`src/rtl/fetch_stage_pkg.sv`:
```
// Shared fetch-stage definitions: widths, opcodes, the fetch packet layout
// and the next-PC source selector.
package fetch_stage_pkg;

   localparam int unsigned INSTR_MEM_IDX_W = 8;
   localparam int unsigned INSTR_W         = 32;
   localparam int unsigned FQ_IDX_W        = 2;

   localparam logic [6:0] OPC_BRANCH = 7'b1100011;
   localparam logic [6:0] OPC_JAL    = 7'b1101111;

   typedef struct packed {
      logic [INSTR_MEM_IDX_W-1:0] pc;
      logic [INSTR_W-1:0]         instr;
      logic                       is_br;
      logic                       pred_taken;
   } fetch_pkt_t;

   localparam int unsigned FETCH_PKT_W = $bits(fetch_pkt_t);

   typedef enum logic [1:0] {
      NPC_HOLD,
      NPC_SEQ,
      NPC_TARGET,
      NPC_REDIRECT
   } npc_sel_e;

   // Byte immediate to instruction-index offset, wrapping to the index width.
   function automatic logic [INSTR_MEM_IDX_W-1:0] imm_to_idx_off(input logic signed [31:0] imm);
      return INSTR_MEM_IDX_W'(imm >>> 2);
   endfunction

endpackage

```
`src/rtl/fetch_queue.sv`:
```
// Circular FIFO between fetch and decode with synchronous flush.
// A push into a full queue is dropped, regardless of a same-cycle pop.
module fetch_queue #(
   parameter int unsigned DEPTH  = 4,
   parameter int unsigned DATA_W = 8
) (
   input  logic              clk,
   input  logic              rst,
   input  logic              i_flush,
   input  logic              i_push,
   input  logic [DATA_W-1:0] i_data,
   input  logic              i_pop_ready,
   output logic              o_valid,
   output logic [DATA_W-1:0] o_data,
   output logic              o_full
);

   localparam int unsigned IDX_W = (DEPTH > 1) ? $clog2(DEPTH) : 1;

   logic [DATA_W-1:0] r_mem [DEPTH];
   logic [IDX_W-1:0]  r_head;
   logic [IDX_W-1:0]  r_tail;
   logic [IDX_W:0]    r_count;

   logic w_push;
   logic w_pop;

   assign o_full  = (r_count == (IDX_W+1)'(DEPTH));
   assign o_valid = (r_count != '0);
   assign o_data  = r_mem[r_head];

   assign w_push = i_push && !o_full;
   assign w_pop  = o_valid && i_pop_ready;

   always_ff @(posedge clk or posedge rst) begin
      if (rst) begin
         r_head  <= '0;
         r_tail  <= '0;
         r_count <= '0;
      end else if (i_flush) begin
         r_head  <= '0;
         r_tail  <= '0;
         r_count <= '0;
      end else begin
         if (w_push) r_tail <= r_tail + 1'b1;
         if (w_pop)  r_head <= r_head + 1'b1;
         case ({w_push, w_pop})
            2'b10:   r_count <= r_count + 1'b1;
            2'b01:   r_count <= r_count - 1'b1;
            default: r_count <= r_count;
         endcase
      end
   end

   always_ff @(posedge clk) begin
      if (w_push && !i_flush) r_mem[r_tail] <= i_data;
   end

endmodule

```
`src/rtl/fetch_stage.sv`:
```
// Fetch stage: PC ownership, branch/JAL predecode, predictor port sharing
// with execute-stage updates, redirect handling and the decode-side queue.
module fetch_stage
   import fetch_stage_pkg::*;
#(
   parameter logic [INSTR_MEM_IDX_W-1:0] RESET_PC = '0,
   parameter int unsigned                FQ_DEPTH = 1 << FQ_IDX_W
) (
   input  logic                       clk,
   input  logic                       rst,
   output logic [INSTR_MEM_IDX_W-1:0] imem_addr,
   input  logic [INSTR_W-1:0]         imem_rdata,
   output logic [INSTR_MEM_IDX_W-1:0] bp_pc,
   output logic                       bp_update_valid,
   output logic                       bp_actual_taken,
   input  logic                       bp_pred_taken,
   input  logic                       ex_br_valid,
   input  logic [INSTR_MEM_IDX_W-1:0] ex_br_pc,
   input  logic                       ex_br_taken,
   input  logic                       ex_redirect,
   input  logic [INSTR_MEM_IDX_W-1:0] ex_redirect_pc,
   output logic                       dec_valid,
   input  logic                       dec_ready,
   output logic [FETCH_PKT_W-1:0]     dec_pkt
);

   logic [INSTR_MEM_IDX_W-1:0] r_pc;

   logic                       w_is_br;
   logic                       w_is_jal;
   logic signed [31:0]         w_b_imm;
   logic signed [31:0]         w_j_imm;
   logic [INSTR_MEM_IDX_W-1:0] w_target;
   logic                       w_fq_full;
   logic                       w_fetch_en;
   npc_sel_e                   w_npc_sel;
   fetch_pkt_t                 w_enq_pkt;

   assign imem_addr = r_pc;

   assign w_is_br  = (imem_rdata[6:0] == OPC_BRANCH);
   assign w_is_jal = (imem_rdata[6:0] == OPC_JAL);
   assign w_b_imm  = {{19{imem_rdata[31]}}, imem_rdata[31], imem_rdata[7],
                      imem_rdata[30:25], imem_rdata[11:8], 1'b0};
   assign w_j_imm  = {{11{imem_rdata[31]}}, imem_rdata[31], imem_rdata[19:12],
                      imem_rdata[20], imem_rdata[30:21], 1'b0};
   assign w_target = r_pc + imm_to_idx_off(w_is_jal ? w_j_imm : w_b_imm);

   // Execute-stage updates own the shared predictor port and stall fetch.
   assign bp_pc           = ex_br_valid ? ex_br_pc : r_pc;
   assign bp_update_valid = ex_br_valid;
   assign bp_actual_taken = ex_br_valid & ex_br_taken;

   assign w_fetch_en = !ex_redirect && !ex_br_valid && !w_fq_full;

   assign w_enq_pkt = '{pc:         r_pc,
                        instr:      imem_rdata,
                        is_br:      w_is_br,
                        pred_taken: w_is_br & bp_pred_taken};

   always_comb begin
      w_npc_sel = NPC_HOLD;
      if (ex_redirect) begin
         w_npc_sel = NPC_REDIRECT;
      end else if (w_fetch_en) begin
         if (w_is_jal || (w_is_br && bp_pred_taken)) w_npc_sel = NPC_TARGET;
         else                                       w_npc_sel = NPC_SEQ;
      end
   end

   always_ff @(posedge clk or posedge rst) begin
      if (rst) begin
         r_pc <= RESET_PC;
      end else begin
         case (w_npc_sel)
            NPC_REDIRECT: r_pc <= ex_redirect_pc;
            NPC_TARGET:   r_pc <= w_target;
            NPC_SEQ:      r_pc <= r_pc + INSTR_MEM_IDX_W'(1);
            default:      r_pc <= r_pc;
         endcase
      end
   end

   fetch_queue #(
      .DEPTH  (FQ_DEPTH),
      .DATA_W (FETCH_PKT_W)
   ) u_fetch_queue (
      .clk         (clk),
      .rst         (rst),
      .i_flush     (ex_redirect),
      .i_push      (w_fetch_en),
      .i_data      (w_enq_pkt),
      .i_pop_ready (dec_ready),
      .o_valid     (dec_valid),
      .o_data      (dec_pkt),
      .o_full      (w_fq_full)
   );

endmodule
```
`config.mk`:
```
export PLATFORM = sky130hd
export DESIGN_NAME = fetch_stage
export DESIGN_NICKNAME = d
export VERILOG_FILES = /design/src/rtl/fetch_stage_pkg.sv /design/src/rtl/fetch_queue.sv /design/src/rtl/fetch_stage.sv
export SDC_FILE = /design/constraint.sdc
export NUM_CORES = 1
export LEC_CHECK = 0
export ABC_AREA = 1
export CORE_AREA = 2 2 163 165
export DETAILED_ROUTE_END_ITERATION = 16
export DIE_AREA = 0 0 165 167
export DONT_BUFFER_PORTS = 1
export SKIP_CTS_REPAIR_TIMING = 1
export SYNTH_ARGS = -nofsm -noshare
export SYNTH_HDL_FRONTEND = slang
export SYNTH_SLANG_ARGS = --single-unit
```
`constraint.sdc`:
```
create_clock -name clk -period 4.4 [get_ports clk]
set_input_delay 0.66 -clock clk [delete_from_list [all_inputs] [get_ports clk]]
set_output_delay 0.66 -clock clk [all_outputs]
set_load 0.05 [all_outputs]
```
# Word-level counts from Yosys, hierarchy flattened

Memories as Yosys holds them, arrays and structs flattened.
Index checks and enable logic that the tools add are counted.

Bits of input ports: 55
Word-level logic and storage cells: 50
Register bits after elaboration: 15
Output and inout port bits: 61
Bits in writable memories: 168
Memories kept: 1

Bitwise logic cells: 2
Add/subtract/negate cells: 6
Eq/ne operators: 8
Mux-type cells: 14
Reduce and logical (&&, ||, !) cells: 15

Memories:

| name                | words | bits a word | read ports | clocked after Yosys merged registers in | write ports | RTL line          | source |
|---|---|---|---|---|---|---|---|
| u_fetch_queue.r_mem | 4     | 42          | 1          | 0                                       | 1           | fetch_queue.sv:20 | `logic [DATA_W-1:0] r_mem [DEPTH];` |

Operators by type and width:

| cell                | number |
|---|---|
| $pmux 8 s3          | 1 |
| $eq 7x7->1 const B  | 2 |
| $mux 2              | 7 |
| $reduce_bool 3->1   | 3 |
| $add 8x1->8 const B | 1 |
| $add 8x8->8         | 1 |
| $mux 8              | 1 |
| $eq 2x2->1 const B  | 3 |
| $logic_and 1x1->1   | 6 |
| $pmux 3 s2          | 1 |
| $mux 5              | 1 |
| $add 2x1->2 const B | 2 |
| $eq 2x1->1 const B  | 2 |
| $reduce_bool 2->1   | 2 |
| $add 3x1->3 const B | 1 |
| $eq 3x3->1 const B  | 1 |
| $logic_not 1->1     | 3 |
| $mux 3              | 1 |
| $sub 3x1->3 const B | 1 |
| $and 1x1->1         | 2 |
| $mux 1              | 2 |
| $logic_or 1x1->1    | 1 |

# Logic depth before layout (Yosys ltp)

Depth after elaboration: 8
Gate-level depth with buffers: 18
Depth with buffers taken out: 18

# Cells and area by module

Synthesis repeated with hierarchy kept, for this count alone.

Cell total of the unflattened synthesis: 656
Area total of the unflattened synthesis: 7776.2 um^2

By module, submodules not included:

| module      | area each (um^2) | times used | seq. area each (um^2) | cells an instance |
|---|---|---|---|---|
| fetch_queue | 6686.4           | 1          | 5220.0                | 470 |
| fetch_stage | 1089.8           | 1          | 200.2                 | 186 |

# Least setup slack after synthesis

No wires, ideal clock.

Kind: input to register
From: input port ex_redirect
To: memory u_fetch_queue.r_mem[0][0] (netlist name) (enable)
Setup time: 442 ps
Data arrival time: 2882 ps
Required time: 3958 ps
Slack: 1076 ps
Stages: 4
Buffers on the path: 1
Path through: inv_1 nand3_4 clkbuf_1 nor2_1

Word-level cells in the longest chain between the ends: 7

Ends and longest elaborated chain:

| element                         | RTL line                             | source |
|---|---|---|
| from (decl)                     | fetch_stage.sv:20                    | `input logic ex_redirect,` |
| $logic_not 1->1 *               | fetch_queue.sv:56, fetch_stage.sv:54 |  |
| $logic_and 1x1->1 (2 in series) | fetch_stage.sv:54                    | `assign w_fetch_en = !ex_redirect && !ex_br_valid && !w_fq_full;` |
| $logic_and 1x1->1               | fetch_queue.sv:32                    | `assign w_push = i_push && !o_full;` |
| $logic_and 1x1->1 *             | fetch_queue.sv:56                    | `if (w_push && !i_flush) r_mem[r_tail] <= i_data;` |
| $mux 1 *                        | fetch_queue.sv:56                    |  |
| $mux 1 (not written as such) *  | fetch_queue.sv:56                    |  |
| to (decl)                       | fetch_queue.sv:20                    |  |

Mark *: on every way between the ends. The rest lies on a longest branch, timed or not.

# Final worst setup path

From: register u_fetch_queue.r_head[0]
To: output port dec_pkt[4]

Word-level cells in the longest chain between the ends: 1

Ends and longest elaborated chain:

| element                | RTL line          | source |
|---|---|---|
| from (decl)            | fetch_queue.sv:21 | `logic [IDX_W-1:0] r_head;` |
| from (signal assigned) | fetch_queue.sv:46 | `if (w_pop) r_head <= r_head + 1'b1;` |
| $mem_v2 4x42           | n/a               |  |
| to (decl)              | fetch_stage.sv:24 | `output logic [FETCH_PKT_W-1:0] dec_pkt` |

No other way between the ends.

==> reports/metrics.cfg <==
[run_status]
outcome=complete, no violations

[sta]
fin_setup_tns_ns=0
final-hold-violation-count=0
period_needed_ns=3.52
grt_setup_unrepaired=no
fin_crit_sh_pct=80.0
fmax_mhz=284
finalSetupViolCount=0
setup_slack_ns=0.882
fin_skew_ns=0.0262
relSlewSlack_pct=26.7
drv_slew=0
tightest_slew_ns=1.12

[routing]
drt_iter0_markers=328
viasPerCell=4.82
drt_wl_total_mm=18.4
drcViolationCount=0
drt_first_pass_iters=6
drtAntennaViolNets=0
wl_per_cell_um=18.3
vias=4839

[global_routing]
grt_pass1_wl_mm=28.0
antenna_found_initial=0
track_usage_pct=13.7
grt_pass1_vias=4814
grt.overflow.total=0
grt_max_degree=54

[critical_path]
cp_slowest_cell=dfrtp_2
path_cells=inv_2 > buf_4 > o21ai_0 > o22ai_1 > buf_4
crit_arrival_ns=2.86
cp_max_fo=53
cp.required_ns=3.74
criticalPathCategory=flop to output port
crit_path_end_kind=output port
crit_top_cell=buf_4
slowest_delay_ns=0.67
cp-start-kind=flop
r2r_setup_slack_ns=1.61

[final_layout]
final_layout_size_suffix_gt1_share_pct=15.9
nNetsFinal=723
syn_to_final_growth_pct=16.2
diodes=0
fill_cells=2524
instances_no_fill=1003

[synth]
synth_area_leaders=edfxtp_1 (66%), o21ai_0 (6.3%), nor2_1 (5.2%)
yosysMostFrequentCell=edfxtp_1
avgSynthCellArea_um2=12.2
ys_seq_area_share_pct=70.9
syn_inst=624
synthDistinctLibCells=32
synth_top_area_share_pct=66.0
synthesis.area_um2=7640
synth-seq-cells=183
async_flop_share_pct=8.20
yosysWarnings=0
syn_nets=692
yosysTopAreaCell=edfxtp_1
synth_edf_count=168
synth_commonest_cells=edfxtp_1 (168), nor2_1 (106), o21ai_0 (96)
synthFlopType=edfxtp_1

[job]
maxCapViolCount=0

[worst_hold_path]
hold_class=input port to async pin

[placed_design]
dp_hpwl_mm=12.0
place_congestion=0.785
io_buffers=0
dp_cells=971
pre_cts_ws_ns=1.23

[power_and_ir_drop]
ir_worst_vdd_mv=0.237
p_leak_uw=0.00317
powerDensity_nw_per_um2=527

[clock_tree]
cts-root-buf=clkbuf_16
clock_latency_ns=0.44
cts_made_buffers=17
htreeDepth=4
clock_path_buffers=2
cts_sinks=183
cts_tree=built
clk_transition_reported_paths_ns=0.07

[floorplanning]
die_h_um=167
core_area_um2=25800
die_w_um=165
core.rowCount=59
die-area_um2=27600
ioPinCount=116
start_util_pct=29.7

-- layout make-up --
class / instances / area (um2) / share of cell area [%]
Clock buffer: 17 / 425 / 4.79
Clock inverter: 15 / 161 / 1.82
Timing Repair Buffer: 51 / 383 / 4.31
Inverter: 38 / 145 / 1.63
Sequential cell: 183 / 5420 / 61.1
Tap cell: 335 / 419 / 4.72
Multi-Input combinational cell: 364 / 1920 / 21.6
-- layer usage --
| metal | vias to the layer above | part of all wire, % | global-route usage (%) | wire length [um] |
|---|---|---|---|---|
| li1 | 2298 | - | - | - |
| met1 | 2390 | 44 | 18.3 | 8050 |
| met2 | 140 | 48 | 22.2 | 8870 |
| met3 | 11 | 7.2 | 3.71 | 1330 |
| met4 | 0 | 0.61 | 3.48 | 112 |
| met5 | - | 0 | 0 | 0 |
-- placed cells by master, fill, tap and decap left out --
| cell | Yosys | final |
|---|---|---|
| a21oi_1 | 16 | 16 |
| a21oi_4 | 1 | 1 |
| buf_4 | 10 | 51 |
| clkbuf_16 | 0 | 17 |
| clkinv_1 | 0 | 2 |
| clkinv_2 | 0 | 1 |
| clkinv_4 | 0 | 1 |
| clkinv_8 | 0 | 4 |
| clkinvlp_4 | 0 | 1 |
| dfrtp_1 | 15 | 13 |
| dfrtp_2 | 0 | 2 |
| edfxtp_1 | 168 | 168 |
| fa_1 | 2 | 2 |
| ha_1 | 11 | 11 |
| inv_1 | 34 | 32 |
| inv_2 | 3 | 4 |
| inv_4 | 1 | 1 |
| inv_6 | 0 | 3 |
| inv_8 | 0 | 4 |
| mux2_2 | 1 | 1 |
| nand2_1 | 51 | 51 |
| nand2_2 | 4 | 4 |
| nand2_4 | 2 | 2 |
| nand3_1 | 14 | 14 |
| nand3_4 | 2 | 2 |
| nand3b_1 | 1 | 1 |
| nor2_1 | 106 | 102 |
| nor2_4 | 2 | 6 |
| nor4_1 | 1 | 1 |
| o211ai_1 | 1 | 1 |
| o21a_1 | 1 | 1 |
| o21ai_0 | 96 | 89 |
| o21ai_1 | 1 | 8 |
| o221ai_1 | 1 | 1 |
| o22ai_1 | 46 | 46 |
| or2_0 | 1 | 1 |
| or2_2 | 1 | 1 |
| xnor2_1 | 1 | 1 |
| xor2_1 | 1 | 1 |
-- stage by stage --
stage | hold WS (ns) | utilization, % | power, uW | instance area (um2)
floorplan | 0.515 | - | 2950 | 7640
global placement | 0.558 | 32.2 | 3240 | 8290
detailed placement | 0.566 | 32.2 | 3250 | 8290
CTS | 0.215 | 34.5 | 4730 | 8880
global route | 0.240 | 34.5 | 4880 | 8880
finish | 0.184 | 34.5 | 4680 | 8880
-- cell families after synthesis --
family	Yosys count	synth area share, %
XOR/XNOR	2	0.229
adder cells (fa/ha/maj)	13	2.32
flip-flops	183	70.9
buffers and inverters	77	4.34
multiplexers	1	0.147
AO/OA/AOI/OAI	163	11.7
AND/OR/NAND/NOR	185	10.3
-- where the power goes --
part           switching (uW)  leakage [uW]  internal (uW)
clock                     730      0.000285            760
sequential                134       0.00172           2000
combinational             781       0.00117            273
total                    1650       0.00317           3030
-- final timing paths --
path | from | end | cells after the start
setup / recovery | u_fetch_queue.r_head[0]$_DFFE_PP0P_ | dec_pkt[4] | 5
hold / removal | rst | imem_addr[7]$_DFFE_PP0P_ | 1
setup reg to reg | u_fetch_queue.r_count[0]$_DFFE_PP0P_ | imem_addr[6]$_DFFE_PP0P_ | 16
hold reg to reg | u_fetch_queue.r_tail[0]$_DFFE_PP0P_ | u_fetch_queue.r_tail[0]$_DFFE_PP0P_ | 1
max in group asynchronous | rst | u_fetch_queue.r_head[0]$_DFFE_PP0P_ | 1
min in group clk | ex_redirect | u_fetch_queue.r_count[1]$_DFFE_PP0P_ | 1
-- critical path: cells and delay by family (launching register included) --
kind	cells	cell delay (ns)
buf+inv	3	1.31
flops	1	0.67
compound gates	2	0.38
-- state kept, by name, indices dropped and copies added (netlist names) --
signal,cells
u_fetch_queue.r_count,3
u_fetch_queue.r_head,2
imem_addr,8
u_fetch_queue.r_mem,168
u_fetch_queue.r_tail,2
Power figures use the tool's default switching activity.
